==> src/rtl/alu_writeback_ctrl.sv <==
// Operand/result register stage around a combinational ALU: holds A/B, sequences ops
// IDLE->EXEC->DONE, commits ALU results and C/Z flags. Optional ALU_OVF_FLAG_EN adds flag_v.
`timescale 1ns/1ps
module alu_writeback_ctrl #(
  parameter int unsigned DW = 16
) (
  input  logic          clk,
  input  logic          rst,
  input  logic          op_valid,
  output logic          op_ready,
  input  logic [3:0]    func_sel,
  input  logic          ld_a,
  input  logic          ld_b,
  input  logic [DW-1:0] ld_data,
  output logic [3:0]    alu_func_sel,
  output logic [DW-1:0] alu_a,
  output logic [DW-1:0] alu_b,
  output logic          alu_z,
  input  logic [DW-1:0] alu_f,
  input  logic          alu_carry,
  input  logic          alu_overflow,
  output logic          flag_c,
  output logic          flag_z,
  output logic          skip,
`ifdef ALU_OVF_FLAG_EN
  output logic          flag_v,
`endif
  output logic          done
);

  localparam int unsigned FW = 4;

  localparam logic [FW-1:0] OP_ADD  = FW'(1);
  localparam logic [FW-1:0] OP_AND  = FW'(2);
  localparam logic [FW-1:0] OP_CLA  = FW'(3);
  localparam logic [FW-1:0] OP_CLB  = FW'(4);
  localparam logic [FW-1:0] OP_CMB  = FW'(5);
  localparam logic [FW-1:0] OP_INCB = FW'(6);
  localparam logic [FW-1:0] OP_DECB = FW'(7);
  localparam logic [FW-1:0] OP_CLC  = FW'(8);
  localparam logic [FW-1:0] OP_CLZ  = FW'(9);
  localparam logic [FW-1:0] OP_INCA = FW'(10);
  localparam logic [FW-1:0] OP_SZ   = FW'(13);
  localparam logic [FW-1:0] OP_CMA  = FW'(14);
  localparam logic [FW-1:0] OP_LSH  = FW'(15);

  typedef enum logic [1:0] {ST_IDLE, ST_EXEC, ST_DONE} state_t;

  state_t        state, state_d;
  logic [DW-1:0] a_q, a_d, b_q, b_d;
  logic [FW-1:0] op_q, op_d;
  logic          c_q, c_d, z_q, z_d;
  logic          skip_q, skip_d, done_q, done_d;
  logic          zn;

  assign zn = (alu_f == DW'(0));

  // Next-state, load and writeback decode
  always_comb begin
    state_d = state;
    a_d     = a_q;
    b_d     = b_q;
    op_d    = op_q;
    c_d     = c_q;
    z_d     = z_q;
    skip_d  = 1'b0;
    done_d  = 1'b0;
    case (state)
      ST_IDLE: begin
        if (ld_a) a_d = ld_data;
        if (ld_b) b_d = ld_data;
        if (op_valid) begin
          op_d    = func_sel;
          state_d = ST_EXEC;
        end
      end
      ST_EXEC: begin
        state_d = ST_DONE;
        done_d  = 1'b1;
        skip_d  = (op_q == OP_SZ) && z_q;
        case (op_q)
          OP_ADD, OP_INCA, OP_LSH: begin
            a_d = alu_f; c_d = alu_carry; z_d = zn;
          end
          OP_AND, OP_CMA: begin
            a_d = alu_f; z_d = zn;
          end
          OP_CLA: begin
            a_d = '0; z_d = 1'b1;
          end
          OP_CLB: begin
            b_d = '0; z_d = 1'b1;
          end
          OP_INCB, OP_DECB: begin
            b_d = alu_f; c_d = alu_carry; z_d = zn;
          end
          OP_CMB: begin
            b_d = alu_f; z_d = zn;
          end
          OP_CLC:  c_d = 1'b0;
          OP_CLZ:  z_d = 1'b0;
          default: ;
        endcase
      end
      ST_DONE: state_d = ST_IDLE;
      default: state_d = ST_IDLE;
    endcase
  end

  always_ff @(posedge clk) begin
    if (rst) begin
      state  <= ST_IDLE;
      a_q    <= '0;
      b_q    <= '0;
      op_q   <= '0;
      c_q    <= 1'b0;
      z_q    <= 1'b0;
      skip_q <= 1'b0;
      done_q <= 1'b0;
    end else begin
      state  <= state_d;
      a_q    <= a_d;
      b_q    <= b_d;
      op_q   <= op_d;
      c_q    <= c_d;
      z_q    <= z_d;
      skip_q <= skip_d;
      done_q <= done_d;
    end
  end

`ifdef ALU_OVF_FLAG_EN
  // Overflow tracks only the arithmetic ops; CLC clears it alongside C
  always_ff @(posedge clk) begin
    if (rst) begin
      flag_v <= 1'b0;
    end else if (state == ST_EXEC) begin
      case (op_q)
        OP_ADD, OP_INCA, OP_INCB, OP_DECB, OP_LSH: flag_v <= alu_overflow;
        OP_CLC:  flag_v <= 1'b0;
        default: ;
      endcase
    end
  end
`else
  logic unused_ovf;
  assign unused_ovf = alu_overflow;
`endif

  assign op_ready     = (state == ST_IDLE);
  assign alu_func_sel = (state == ST_EXEC) ? op_q : FW'(0);
  assign alu_a        = a_q;
  assign alu_b        = b_q;
  assign alu_z        = z_q;
  assign flag_c       = c_q;
  assign flag_z       = z_q;
  assign skip         = skip_q;
  assign done         = done_q;

endmodule

==> config.mk <==
export PLATFORM = sky130hd
export DESIGN_NAME = alu_writeback_ctrl
export DESIGN_NICKNAME = d
export VERILOG_FILES = /design/src/rtl/alu_writeback_ctrl.sv
export SDC_FILE = /design/constraint.sdc
export NUM_CORES = 1
export LEC_CHECK = 0
export BUFFER_PORTS_ARGS = -buffer_cell sky130_fd_sc_hd__buf_2
export CAP_MARGIN = 20
export CORE_ASPECT_RATIO = 1.2
export CORE_UTILIZATION = 38
export CTS_BUF_LIST = sky130_fd_sc_hd__clkbuf_4
export DETAILED_ROUTE_END_ITERATION = 10
export PLACE_DENSITY = 0.63
export SYNTH_ARGS = -nofsm -noshare
export SYNTH_HDL_FRONTEND = slang
export SYNTH_SLANG_ARGS = --single-unit
export TNS_END_PERCENT = 20
==> constraint.sdc <==
create_clock -name clk -period 1.6 [get_ports clk]
set_input_delay 0.24 -clock clk [delete_from_list [all_inputs] [get_ports clk]]
set_output_delay 0.24 -clock clk [all_outputs]
set_load 0.02 [all_outputs]
### Word level (Yosys, flattened, before mapping)

Cells that the tools add are included.

* eq/ne operators: 19
* muxes and demuxes: 12
* bitwise operators: 1
* reductions and logical operators: 17

Operators by type and width (number)
* $pmux 16 s2: 4
* $mux 16: 2
* $eq 4x4->1 const B: 6
* $eq 4x3->1 const B: 4
* $logic_not 16->1: 1
* $reduce_or 5->1: 2
* $eq 4x2->1 const B: 2
* $reduce_or 8->1: 1
* $ne 3x2->1 const B: 2
* $reduce_and 2->1: 3
* $reduce_and 3->1: 2
* $eq 4x1->1 const B: 1
* $mux 4: 1
* $ne 2x1->1 const B: 2
* $pmux 2 s2: 1
* $reduce_bool 2->1: 2
* $reduce_or 2->1: 2
* $pmux 1 s3: 1
* $reduce_bool 3->1: 1
* $reduce_or 3->1: 1
* $eq 2x1->1 const B: 1
* $logic_not 2->1: 1
* $mux 2: 1
* $ne 2x2->1 const B: 1
* other kinds (4): 4

* flip-flop bits (word level): 42
* output and inout port bits: 42
* input bits: 43

### Depth between registers and ports, before layout

* depth after elaboration: 4
* gate-level depth with buffers: 6
* depth with buffers taken out: 4

### Worst setup path after synthesis

No wires, ideal clock.

* path type: reg2reg
* start: register op_q[0]
* end: register a_q[10] (netlist: alu_a[10])
* stages on the path, launching flop included: 7
* data arrival time: 1313 ps
* setup slack: 215 ps
* required time: 1528 ps
* setup time: 72 ps
* cell sequence: dfxtp_1 -> buf_6 -> nor2_8 -> nand3b_4 -> a2bb2oi_4 -> buf_12 -> mux2i_1

* cells in the longest elaborated chain, start to end: 4
* elaborated cells on any way between the ends: 11
* those cells by class: 7 x eq/ne; 2 x mux; 2 x reduce/logical

Ends and longest elaborated chain
* from (decl): RTL line 51 `logic [FW-1:0] op_q, op_d;`
* from (signal assigned): RTL line 124 `op_q <= op_d;`
* $eq 4x2->1, or another cell as far along: RTL line 81 `case (op_q)`
* $reduce_or 5->1 (no line)
* $pmux 16 s2 / $ne 3x2->1 (equally long branches)
* $pmux 16 s2 / $reduce_and 3->1 (equally long branches)
* to (signal assigned): RTL line 113 `a_q <= '0;`
* to (signal assigned): RTL line 122 `a_q <= a_d;`
* to (decl): RTL line 50 `logic [DW-1:0] a_q, a_d, b_q, b_d;`

Parallel ways exist; a longest one is shown, timed or not.
A chain may end at the register's enable or synchronous reset.

### Final worst setup path

* start: register state[1]
* end: output alu_func_sel[1]

* cells in the longest elaborated chain, start to end: 2

Ends and longest elaborated chain
* from (decl): RTL line 49 `state_t state, state_d;`
* from (signal assigned): RTL line 121 `state <= state_d;`
* $eq 2x1->1: RTL line 151 `assign alu_func_sel = (state == ST_EXEC) ? op_q : FW'(0);`
* $mux 4: RTL line 151
* to (decl): RTL line 15 `output logic [3:0] alu_func_sel,`

No other way between the ends.

==> run_results.csv <==
group,metric,value,unit
run_status,status,"complete, no violations",
logic_synthesis,synthTopCellsByCount,"42 x dfxtp_1, 39 x nand2_1, 37 x a21oi_1",
timing,fin_crit,1580,ps
min_path,worstHoldPathType,"in -> reg",
die,core-area,5330,µm²
routing,routed_wl,5940,µm
routing,postRouteAntennaNets,0,
setup_path,timing.rr.start,"op_q[0]",
logic_synthesis,synth.distinct_cells,39,
logic_synthesis,syn_area_per_cell,8.40,µm²
timing,slew_violations,0,
die,num_rows,29,
setup_path,crit_path_start,"state[1]",
setup_path,path_depth,3,
setup_path,worst_setup_path_start_kind,"flop",
timing,worst_slew_pin_slew,318,ps
routing,wl_per_cell,14.9,µm
routing,vias_per_cell,5.38,
logic_synthesis,ys_async_sr_fraction,0,%
setup_path,critPathMaxFanout,9,
die,die_area,5870,µm²
setup_path,setup.worst_path.end,"alu_func_sel[1]",
global_route,grt_usage,20.8,%
global_route,grt_overflow,0,
setup_path,worst-setup-path-type,"reg -> out",
setup_path,rrSetupSlack,170,ps
timing,finalClockSkew,6.90,ps
timing,relSlewSlack,78.6,%
logic_synthesis,yosysMostFrequentCell,"dfxtp_1",
finish,drive_gt1_share,35.3,%
die,io_pins,85,
timing,max_clock_freq,634,MHz
global_route,first_global_vias,2004,
timing,rsz0062_at_grt,"true",
clocking,cts.path.max_buffers,2,
global_route,grt_pass1_wl,9840,µm
logic_synthesis,synth_seq_cells,42,
clocking,cts-root-buf,"clkbuf_4",
setup_path,slowest_stage,"dfxtp_2",
timing,setup_viol,0,
clocking,cts_hold_buffers,0,
logic_synthesis,synth.area.top_cells,"dfxtp_1 40%, a21oi_1 8.7%, mux2i_1 8.0%",
setup_path,r2r_end,"alu_a[2]",
power,peakVddDrop,0.477,mV
clocking,htree_levels,2,
clocking,clkSinkCount,42,
logic_synthesis,synth_top_area_share,39.7,%
setup_path,path_cells,"and2b_4 -> and2_1 -> buf_2",
global_route,antenna_found_initial,0,
die,start_util,39.7,%
logic_synthesis,synth_cells,252,
setup_path,critPathArrivalTime,1340,ps
setup_path,cp-end-kind,"primary output",
die,dieHeight,83.8,µm
setup_path,path_buf_inv,1,
placement,port_buffers,83,
job,max-cap-violations,0,
clocking,clk-insertion-delay-late,350,ps
placement,hpwl,4180,µm
placement,gp_congestion,0.811,
logic_synthesis,synthFlopType,"dfxtp_1",
clocking,clk_pin_slew_worst_paths,120,ps
logic_synthesis,synth_fp_nets,295,
setup_path,rr_worst_depth,6,
logic_synthesis,synth_top_area_cell,"dfxtp_1",
power,leakagePower,1.33,nW
logic_synthesis,synth_edf_count,0,
logic_synthesis,ys_warn_count,0,
logic_synthesis,ys_seq_area_share,39.7,%
finish,area_growth_syn_to_layout,28.5,%
routing,drt_first_pass_iters,4,
routing,drt_iter0_markers,133,
timing,hold_viol,0,
die,die_w,70.1,µm
routing,num_vias,2145,
logic_synthesis,synth_area,2120,µm²
global_route,grt_max_degree,25,
power,power,2.46,mW
setup_path,max_stage_delay,360,ps
finish,diodes,0,
setup_path,cp_top_family,"simple AND/OR/NAND/NOR gates",
setup_path,crit_required,1360,ps
timing,fin_crit_sh,98.5,%
clocking,cts_tree,"yes",
finish,nNetsFinal,380,
clocking,cts_inserted_buffers,5,
finish,final_core_util,51.0,%
power,power_density,902,nW/µm²
routing,drcViolationCount,0,
## registers in the layout, indices dropped and copies added (netlist names)
name and count:
skip 1, alu_a 16, done 1, flag_c 1
alu_z 1, state 2, alu_b 16, op_q 4
## final cells by class
cell class	instances	area (µm²)
Inverter	2	7.51
Sequential cell	42	846
Fill cell	555	2610
Multi-Input combinational cell	188	1150
Timing Repair Buffer	98	568
Tap cell	62	77.6
Clock buffer	5	37.5
Clock inverter	2	33.8
## worst min-delay path by stage
stage,from,endpoint,cells after the start
final,func_sel[3],op_q[3],3
after global placement,alu_a[13],alu_a[13],2
after detailed placement,flag_c,flag_c,2
after CTS,ld_data[3],alu_b[3],3
after global routing,func_sel[3],op_q[3],3
after floorplan,func_sel[0],op_q[0],2
## power by group
group	switching, mW	leakage, nW	internal [mW]	total, mW
combinational	0.364	0.941	0.250	0.614
sequential	0.0535	0.347	1.13	1.18
clock	0.342	0.0387	0.316	0.658
total	0.759	1.33	1.70	2.46
## worst reg2reg max path: cells and delay by family (launching register included)
kind / cells / cell delay [ps]
AO/OA/AOI/OAI: 1 / 160
buffers and inverters: 2 / 370
AND/OR/NAND/NOR: 2 / 290
flip-flops: 1 / 340
multiplexers: 1 / 210
## layer usage
metal | GRT usage, % | share of wire (%)
met1 | 27.5 | 44
met2 | 33.6 | 48
met3 | 4.71 | 6.0
met4 | 6.55 | 1.8
met5 | 0 | 0
## repair_timing
item                       CTS  global route
setup buffers                0             0
setup endpoints to repair    4             5
gates resized for setup      5             2
gates cloned                 0             0
## kinds of logic (layout without fill, tap and decap cells)
family / after synthesis / count (layout) / share of synthesized area [%]
compound gates: 81 / 81 / 23.6
buf+inv: 22 / 107 / 6.26
flops: 42 / 42 / 39.7
mux: 17 / 17 / 8.04
simple gates: 90 / 90 / 22.3
## layout by cell type, fill, tap and decap left out, types with 2 or more instances in the layout
master and n:
nor2_1 6, dfxtp_1 38, a21oi_1 37, nand2_1 39, a21oi_2 2, o21ai_0 16, buf_2 82, a31oi_1 2
a21o_1 17, and2_1 3, buf_4 13, nand3_1 21, dfxtp_2 4, nor4_1 5, buf_12 3, or3_1 2
mux2i_1 17, nand2b_1 3, clkbuf_4 5
## stage by stage
step	area [µm²]	hold WS [ps]	TNS, ps	setup slack (ps)	cells
after floorplan	2120	387	0	215	252
after global placement	2640	441	0	169	392
after detailed placement	2640	448	0	142	392
after CTS	2720	121	0	1.50	399
after global routing	2720	118	-121	-40.7	399
final	2720	124	0	23.8	399
No activity file was read; power rests on OpenSTA's default activity.
